[src/rtl/fp_mult_arbiter.sv]
// Round-robin arbiter that shares one single-precision multiplier between NUM_REQ
// requesters: level enable/done handshake, per-requester result return, watchdog.
module fp_mult_arbiter #(
   parameter int NUM_REQ        = 4,
   parameter int IDX_W          = 2,
   parameter int TIMEOUT_CYCLES = 64
) (
   input  logic                  clk,
   input  logic                  reset,
   input  logic [NUM_REQ-1:0]    req,
   input  logic [32*NUM_REQ-1:0] dataa_flat,
   input  logic [32*NUM_REQ-1:0] datab_flat,
   output logic [NUM_REQ-1:0]    ack,
   output logic [31:0]           result,
   output logic                  err,
   output logic                  busy,
   output logic [31:0]           mult_dataa,
   output logic [31:0]           mult_datab,
   output logic                  mult_enable,
   input  logic                  mult_done,
   input  logic [31:0]           mult_result
);
   localparam int          TMR_W = $clog2(TIMEOUT_CYCLES + 1);
   localparam logic [31:0] QNAN  = 32'h7FC0_0000;

   typedef enum logic [1:0] {IDLE, BUSY, RECOVER} state_t;

   state_t              state_q, state_d;
   logic [IDX_W-1:0]    rr_ptr_q, rr_ptr_d;
   logic [IDX_W-1:0]    gnt_q, gnt_d;
   logic [TMR_W-1:0]    timer_q, timer_d;
   logic [NUM_REQ-1:0]  ack_q, ack_d;
   logic                err_q, err_d;
   logic [31:0]         result_q, result_d;
   logic                mult_en_q, mult_en_d;
   logic [31:0]         opa_q, opa_d;
   logic [31:0]         opb_q, opb_d;

   logic [NUM_REQ-1:0]  req_rot;
   logic [IDX_W:0]      rot_off;
   logic [IDX_W:0]      pick_sum;
   logic [IDX_W-1:0]    pick_idx;
   logic [31:0]         pick_a, pick_b;

   // Rotate req so bit 0 is the requester just after rr_ptr; the lowest set bit wins.
   always_comb begin
      req_rot = NUM_REQ'({req, req} >> ({1'b0, rr_ptr_q} + (IDX_W+1)'(1)));
      rot_off = '0;
      for (int j = NUM_REQ - 1; j >= 0; j--) begin
         if (req_rot[j]) rot_off = (IDX_W+1)'(j);
      end
      pick_sum = {1'b0, rr_ptr_q} + rot_off + (IDX_W+1)'(1);
      if (pick_sum >= (IDX_W+1)'(NUM_REQ)) pick_sum = pick_sum - (IDX_W+1)'(NUM_REQ);
      pick_idx = IDX_W'(pick_sum);
      pick_a = '0;
      pick_b = '0;
      for (int j = 0; j < NUM_REQ; j++) begin
         if (pick_idx == IDX_W'(j)) begin
            pick_a = dataa_flat[32*j +: 32];
            pick_b = datab_flat[32*j +: 32];
         end
      end
   end

   always_comb begin
      state_d   = state_q;
      rr_ptr_d  = rr_ptr_q;
      gnt_d     = gnt_q;
      timer_d   = timer_q;
      ack_d     = '0;
      err_d     = 1'b0;
      result_d  = result_q;
      mult_en_d = mult_en_q;
      opa_d     = opa_q;
      opb_d     = opb_q;
      case (state_q)
         IDLE: begin
            if (|req) begin
               gnt_d     = pick_idx;
               rr_ptr_d  = pick_idx;
               opa_d     = pick_a;
               opb_d     = pick_b;
               mult_en_d = 1'b1;
               timer_d   = '0;
               state_d   = BUSY;
            end
         end
         BUSY: begin
            timer_d = timer_q + TMR_W'(1);
            // A done arriving on the timeout edge still returns the real product.
            if (mult_done || timer_q == TMR_W'(TIMEOUT_CYCLES - 1)) begin
               result_d  = mult_done ? mult_result : QNAN;
               err_d     = !mult_done;
               mult_en_d = 1'b0;
               state_d   = RECOVER;
               for (int j = 0; j < NUM_REQ; j++) ack_d[j] = (gnt_q == IDX_W'(j));
            end
         end
         RECOVER: state_d = IDLE;
         default: state_d = IDLE;
      endcase
   end

   always_ff @(posedge clk) begin
      if (reset) begin
         state_q   <= IDLE;
         rr_ptr_q  <= IDX_W'(NUM_REQ - 1);
         gnt_q     <= '0;
         timer_q   <= '0;
         ack_q     <= '0;
         err_q     <= 1'b0;
         result_q  <= '0;
         mult_en_q <= 1'b0;
         opa_q     <= '0;
         opb_q     <= '0;
      end else begin
         state_q   <= state_d;
         rr_ptr_q  <= rr_ptr_d;
         gnt_q     <= gnt_d;
         timer_q   <= timer_d;
         ack_q     <= ack_d;
         err_q     <= err_d;
         result_q  <= result_d;
         mult_en_q <= mult_en_d;
         opa_q     <= opa_d;
         opb_q     <= opb_d;
      end
   end

   assign ack         = ack_q;
   assign err         = err_q;
   assign result      = result_q;
   assign busy        = (state_q != IDLE);
   assign mult_enable = mult_en_q;
   assign mult_dataa  = opa_q;
   assign mult_datab  = opb_q;

endmodule

[config.mk]
export PLATFORM = sky130hd
export DESIGN_NAME = fp_mult_arbiter
export DESIGN_NICKNAME = d
export VERILOG_FILES = /design/src/rtl/fp_mult_arbiter.sv
export SDC_FILE = /design/constraint.sdc
export NUM_CORES = 1
export LEC_CHECK = 0
export CELL_PAD_IN_SITES_DETAIL_PLACEMENT = 0
export CELL_PAD_IN_SITES_GLOBAL_PLACEMENT = 2
export CORE_MARGIN = 4
export CORE_UTILIZATION = 19
export DETAILED_ROUTE_END_ITERATION = 8
export PLACE_DENSITY_LB_ADDON = 0.1
export REMOVE_ABC_BUFFERS = 1
export SETUP_SLACK_MARGIN = 0.2
export SKIP_CTS_REPAIR_TIMING = 1
export SYNTH_ARGS = -nofsm -noshare
export SYNTH_HDL_FRONTEND = slang
export SYNTH_SLANG_ARGS = --single-unit
[constraint.sdc]
create_clock -name clk -period 2.8 [get_ports clk]
set_clock_uncertainty 0.15 [all_clocks]
set_input_delay 0.28 -clock clk [delete_from_list [all_inputs] [get_ports clk]]
set_output_delay 0.28 -clock clk [all_outputs]
set_load 0.02 [all_outputs]
Word-level counts from Yosys, hierarchy flattened

Cells that the tools add are included.
W data, S select, Z words.

Memories: 0
Memory bits (read-only): 0
Memory bits (writable): 0
Flip-flop bits (word level): 115
Bits of input ports: 295
Word-level logic and storage cells: 65
Output and inout bits: 103
Bits in latches: 0

$mul: 0
Magnitude comparators: 1
Reductions and logical operators: 14
Shifts and indexed selects: 1
Div/mod/pow operators: 0
Add/subtract/negate cells: 5
Multiplexer cells: 22
Equal/unequal tests: 10
Bitwise operators: 2

Operator list:

| cell                  | number |
|---|---|
| $mux W32              | 9 |
| $pmux W7 S2           | 1 |
| $mux W3               | 3 |
| $eq A2 B2 Y1 const B  | 4 |
| $mux W2               | 4 |
| $reduce_and A2 Y1     | 4 |
| $shr A8 B3 Y4         | 1 |
| $add A7 B1 Y7 const B | 1 |
| $eq A7 B6 Y1 const B  | 1 |
| $mux W7               | 1 |
| $eq A2 B1 Y1 const B  | 3 |
| $logic_not A2 Y1      | 3 |
| $ne A2 B2 Y1 const B  | 2 |
| $pmux W2 S2           | 1 |
| $reduce_bool A2 Y1    | 2 |
| $reduce_or A4 Y1      | 1 |
| $add A2 B1 Y3 const B | 1 |
| $add A2 B3 Y3         | 1 |
| $add A3 B1 Y3 const B | 1 |
| $ge A3 B3 Y1 const B  | 1 |
| $reduce_and A3 Y1     | 1 |
| $reduce_or A3 Y1      | 1 |
| $mux W1               | 2 |
| $not A1 Y1            | 2 |
| 4 further kinds       | 4 |

Longest topological paths before layout

Depth in word-level cells: 15
Depth in mapped cells: 13

Least setup slack after synthesis

No wires, ideal clock.

Path type: reg2reg
From: reg rr_ptr_q[0]
To: reg opa_q[19] (netlist: mult_dataa[19])
Stages on the path, launching flop included: 13
Path slack: -0.055 ns
Required time: 2.564 ns
Arrival time: 2.620 ns
Clock period less this slack: 2.855 ns
Cells stage by stage: dfxtp_1 > buf_2 > nor3_1 > a311oi_1 > a21oi_1 > a211oi_1 > ha_1 > clkbuf_1 > clkbuf_1 > clkbuf_1 > clkbuf_1 > a211oi_1 > a211oi_1

Longest elaborated chain between the ends: 15
Elaborated cells on any way between the ends: 19
Those cells by class: 4 x add/sub; 1 x order compare; 3 x eq/ne; 1 x shift; 9 x mux; 1 x reduce/logical

Ends and longest elaborated chain:

| element                                              | line | text |
|---|---|---|
| from (decl)                                          | 29   | `logic [IDX_W-1:0] rr_ptr_q, rr_ptr_d;` |
| from (signal assigned)                               | 107  | `rr_ptr_q <= IDX_W'(NUM_REQ - 1);` |
| from (signal assigned)                               | 118  | `rr_ptr_q <= rr_ptr_d;` |
| $add A2 B1 Y3                                        | 47   | `req_rot = NUM_REQ'({req, req} >> ({1'b0, rr_ptr_q} + (IDX_W+1)'(1)));` |
| $shr A8 B3 Y4                                        | 47   |  |
| $mux W2                                              | 50   | `if (req_rot[j]) rot_off = (IDX_W+1)'(j);` |
| $mux W3 (3 in series)                                | 50   |  |
| $add A2 B3 Y3 *                                      | 52   | `pick_sum = {1'b0, rr_ptr_q} + rot_off + (IDX_W+1)'(1);` |
| $add A3 B1 Y3 *                                      | 52   |  |
| $ge A3 B3 Y1 / $sub A2 B1 Y2 (equally long branches) | 53   | `if (pick_sum >= (IDX_W+1)'(NUM_REQ)) pick_sum = pick_sum - (IDX_W+1)'(NUM_REQ);` |
| $mux W2 *                                            | 53   |  |
| $logic_not A2 Y1                                     | 58   | `if (pick_idx == IDX_W'(j)) begin` |
| $mux W32 (3 in series)                               | 58   |  |
| $mux W32 *                                           | 58   |  |
| to (signal assigned)                                 | 125  | `opa_q <= opa_d;` |
| to (decl)                                            | 36   | `logic [31:0] opa_q, opa_d;` |

Every way passes the cells marked *; elsewhere a longest branch is shown, timed or not.
A chain may end at the register's enable or synchronous reset.

Worst setup path after layout

From: in req[0]
To: reg opa_q[31] (netlist: mult_dataa[31])

Longest elaborated chain between the ends: 14
Elaborated cells on any way between the ends: 20
Those cells by class: 3 x add/sub; 1 x order compare; 3 x eq/ne; 1 x shift; 9 x mux; 3 x reduce/logical

Ends and longest elaborated chain:

| element                                              | line | text |
|---|---|---|
| from (decl)                                          | 10   | `input logic [NUM_REQ-1:0] req,` |
| $shr A8 B3 Y4                                        | 47   |  |
| $mux W2                                              | 50   |  |
| $mux W3 (3 in series)                                | 50   |  |
| $add A2 B3 Y3                                        | 52   |  |
| $add A3 B1 Y3                                        | 52   |  |
| $ge A3 B3 Y1 / $sub A2 B1 Y2 (equally long branches) | 53   |  |
| $mux W2                                              | 53   |  |
| $logic_not A2 Y1                                     | 58   |  |
| $mux W32 (4 in series)                               | 58   |  |

Parallel ways exist; a longest one is shown, timed or not.

==> results.md <==
* Outcome: completed
* Syn Area/Cell at 9.512 um^2
* Sequential area share after synthesis at between 30% and 40%
* Leading area contributor after synthesis: dfxtp_1
* RSZ-0062 raised after global routing: true
* Detailed placement HPWL at 25780 um
* Startpoint Class: input port
* Gr ovfl total at 0
* Vias at 8040
* Seq pwr share at between 20% and 30%
* Clock Root Buffer: clkbuf_16
* Switch share at about two fifths
* Post-synth ARST share at 0%
* PwrDens at roughly 850 nW/um^2
* Met1 capacity usage during global routing at 20.65%
* Final WL at between 30000 and 40000 um
* Tmin final at around 2.6 ns
* Buffers added on ports at 397
* Relative slew slack at around 68%
* Met3 usage at under 10%
* DR iter-0 viols at around 280
* Flop2flop setup slack at about 0.24 ns
* Number of synthesized flops with an enable pin at 0
* Synth cell types at 44
* DRT Pass-1 Iters at 4
* Largest net degree at the start of global routing at 76
* Cells after Synth at about 720
* Leakage power at between 0.004 and 0.005 uW
* Worst-skew pair later-pin latency at roughly 0.43 ns
* Worst endpoint required time at 2.98 ns
* GRT Resource Usage Total at about 17%
* Crit Path Max Fanout at 26
* Final non-filler cell total at between 1500 and 2000
* DRC viols at 0
* Yosys warns at 0
* Area Growth Syn to Fin at 88.67%
* Max-Cap Viols at 0
* IO Count at approximately 400
* Clock slew at reported path FFs at ~0.060 ns
* TritonCTS clock tree: yes
* Fin nets at about 1500
* Termination of the worst setup path: mult_dataa[31]
* Ratio of cells with drive above 1 in the final layout at a little under a quarter
* Yosys top cell area share at 33.52%
* Die Wd at around 200 um
* Fill cells at approximately 3700
* Worst setup EP type: flip-flop
* Post-route ant nets at 0
* Int Power at roughly 6600 uW
* Worst setup startpoint: req[0]
* Post-synthesis register bit count at roughly 120
* Final Wtd Congestion at 0.7634
* CP Class: input port to flip-flop
* R2R depth at 9
* Commonest non-fill, non-tap cell in the layout: clkdlybuf4s50_1
* Clock buffer count from CTS at 17
* Final-report hold violation count at 0
* Core box area at around 36000 um^2
* Global route hottest layer: met2
* Gate power share at 57.3%
* Fin crit share at between 90 and 100%
* Post-Route Utilization at ~36%
* Met2 Use GR at between 20% and 30%
* Max IR drop VDD at about 0.42 mV
* Initial Utilization at approximately a fifth
* First-pass GRT wire length at around 50000 um
* Setup-failing EPs final at 0
* Htree depth at 4
* Worst-Margin Slew at between 0.4 and 0.5 ns
* Initial antenna violation count at 8
* Mapped Area at ~6900 um^2
* Main synth FF type: dfxtp_1
* Final max-slew violation count at 0
* Die area at 39250 um^2
* Worst path arrival time at 2.75 ns
* Hold Path Class: input port to flip-flop
* Synth top area cells: dfxtp_1 (34%), a211oi_1 (14%), a32oi_1 (7.9%), or3b_2 (7.9%), nand3b_1 (6.9%)
* Sw power at ~4400 uW
* Number of cell rows at 69
* R2r startpoint: rr_ptr_q[0]
* Placed cells at approximately 1600
* Clock group share of total power at between 20 and 25%
* Number of global-route vias before repair at just over 8000
* Highest Clock Rate at slightly below 0.4 GHz
* Reg-to-reg endpoint: mult_dataa[19]
* Die Y at approximately 200 um
* Sink Count at about 120
* Vias/cell at 4.929
* Per-cell routed wire length at 21.31 um
* Most frequent cells in the layout: clkdlybuf4s50_1 (394), a211oi_1 (125), dfxtp_1 (113)
* Clk buf depth at 2
## synthesized netlist by cell type (all sizes together), types with 3 or more instances
cell type	number
o21ai	6
nand2	8
or2	4
nor3	4
and3	3
or3b	64
nor3b	4
nand3b	63
nand2b	11
a21oi	12
a32oi	63
inv	3
clkbuf	70
buf	24
a211oi	126
a2111oi	62
nand3	3
nor2	22
a22o	32
dfxtp	115
## critical path: stages
cell and delay, ns:
clkdlybuf4s50_1 0.42, buf_4 0.17, nor2_1 0.18, nor4_2 0.06
a211oi_2 0.29, ha_4 0.27, buf_12 0.15, buf_12 0.16
buf_4 0.15, or3_1 0.36, a41o_1 0.24
## area by class of cell
type	count	area, um^2	area share [%]
Antenna cell	2	5.005	0.03863
Clock inverter	14	153.9	1.188
Sequential cell	115	2307	17.81
Tap cell	461	576.8	4.452
Inverter	3	15.01	0.1159
Clock buffer	18	439.2	3.389
Multi-Input combinational cell	510	4279	33.02
Timing Repair Buffer	508	5181	39.99
## power by group through the flow
| stage | clock (uW) | sequential, uW | combinational, uW |
|---|---|---|---|
| after global routing | 2410 | 2500 | 6760 |
| final | 2260 | 2440 | 6290 |
| after global placement | 0 | 2460 | 5930 |
| after floorplan | 0 | 2580 | 1800 |
| after detailed placement | 0 | 2450 | 5940 |
| after CTS | 2360 | 2420 | 5960 |
## kinds of logic (layout without fill, tap and decap cells)
group | Yosys count | count (layout) | synth area share (%)
flip-flops | 115 | 115 | 33.52
multiplexers | 2 | 2 | 0.2915
buffers and inverters | 97 | 543 | 6.085
XOR/XNOR | 1 | 1 | 0.2369
adder cells (fa/ha/maj) | 2 | 2 | 0.3643
other | 0 | 2 | 0
AO/OA/AOI/OAI | 311 | 311 | 39.46
AND/OR/NAND/NOR | 194 | 194 | 20.04
## per-stage QoR
stage | cell area, um^2 | power (uW) | setup TNS [ns] | setup slack (ns) | hold WS [ns]
detailed placement | 12090 | 8399 | -26.05 | -0.5113 | 0.3125
CTS | 12680 | 10740 | -1.087 | -0.1217 | 0.2494
global placement | 12090 | 8391 | -24.87 | -0.4739 | 0.3007
finish | 12960 | 10980 | 0 | 0.2292 | 0.2852
floorplan | 6461 | 4375 | -353.90 | -5.675 | 0.1991
global route | 12960 | 11670 | 0 | 0.1213 | 0.2670
## sequential cells by signal, summed over array words and instances, names as in the netlist
signal       count
ack              4
err              1
gnt_q            2
mult_dataa      32
mult_datab      32
mult_enable      1
result          32
rr_ptr_q         2
state_q          2
timer_q          7
## layer usage
| layer | vias up | part of all wire, % |
|---|---|---|
| met5 | - | 0.18 |
| met4 | 10 | 1.3 |
| met3 | 29 | 8.4 |
| met2 | 266 | 47 |
| met1 | 3861 | 43 |
| li1 | 3874 | - |
## worst min path at each step
stage	startpoint	endpoint	slack, ns	cells past startpoint
final	mult_result[17]	result[17]	0.29	2
after global routing	mult_result[17]	result[17]	0.27	2
after CTS	mult_result[17]	result[17]	0.25	2
after detailed placement	result[10]	result[10]	0.31	1
after global placement	mult_enable	mult_enable	0.30	1
after floorplan	reset	timer_q[1]	0.20	1
(Power assumes the default switching activity.)
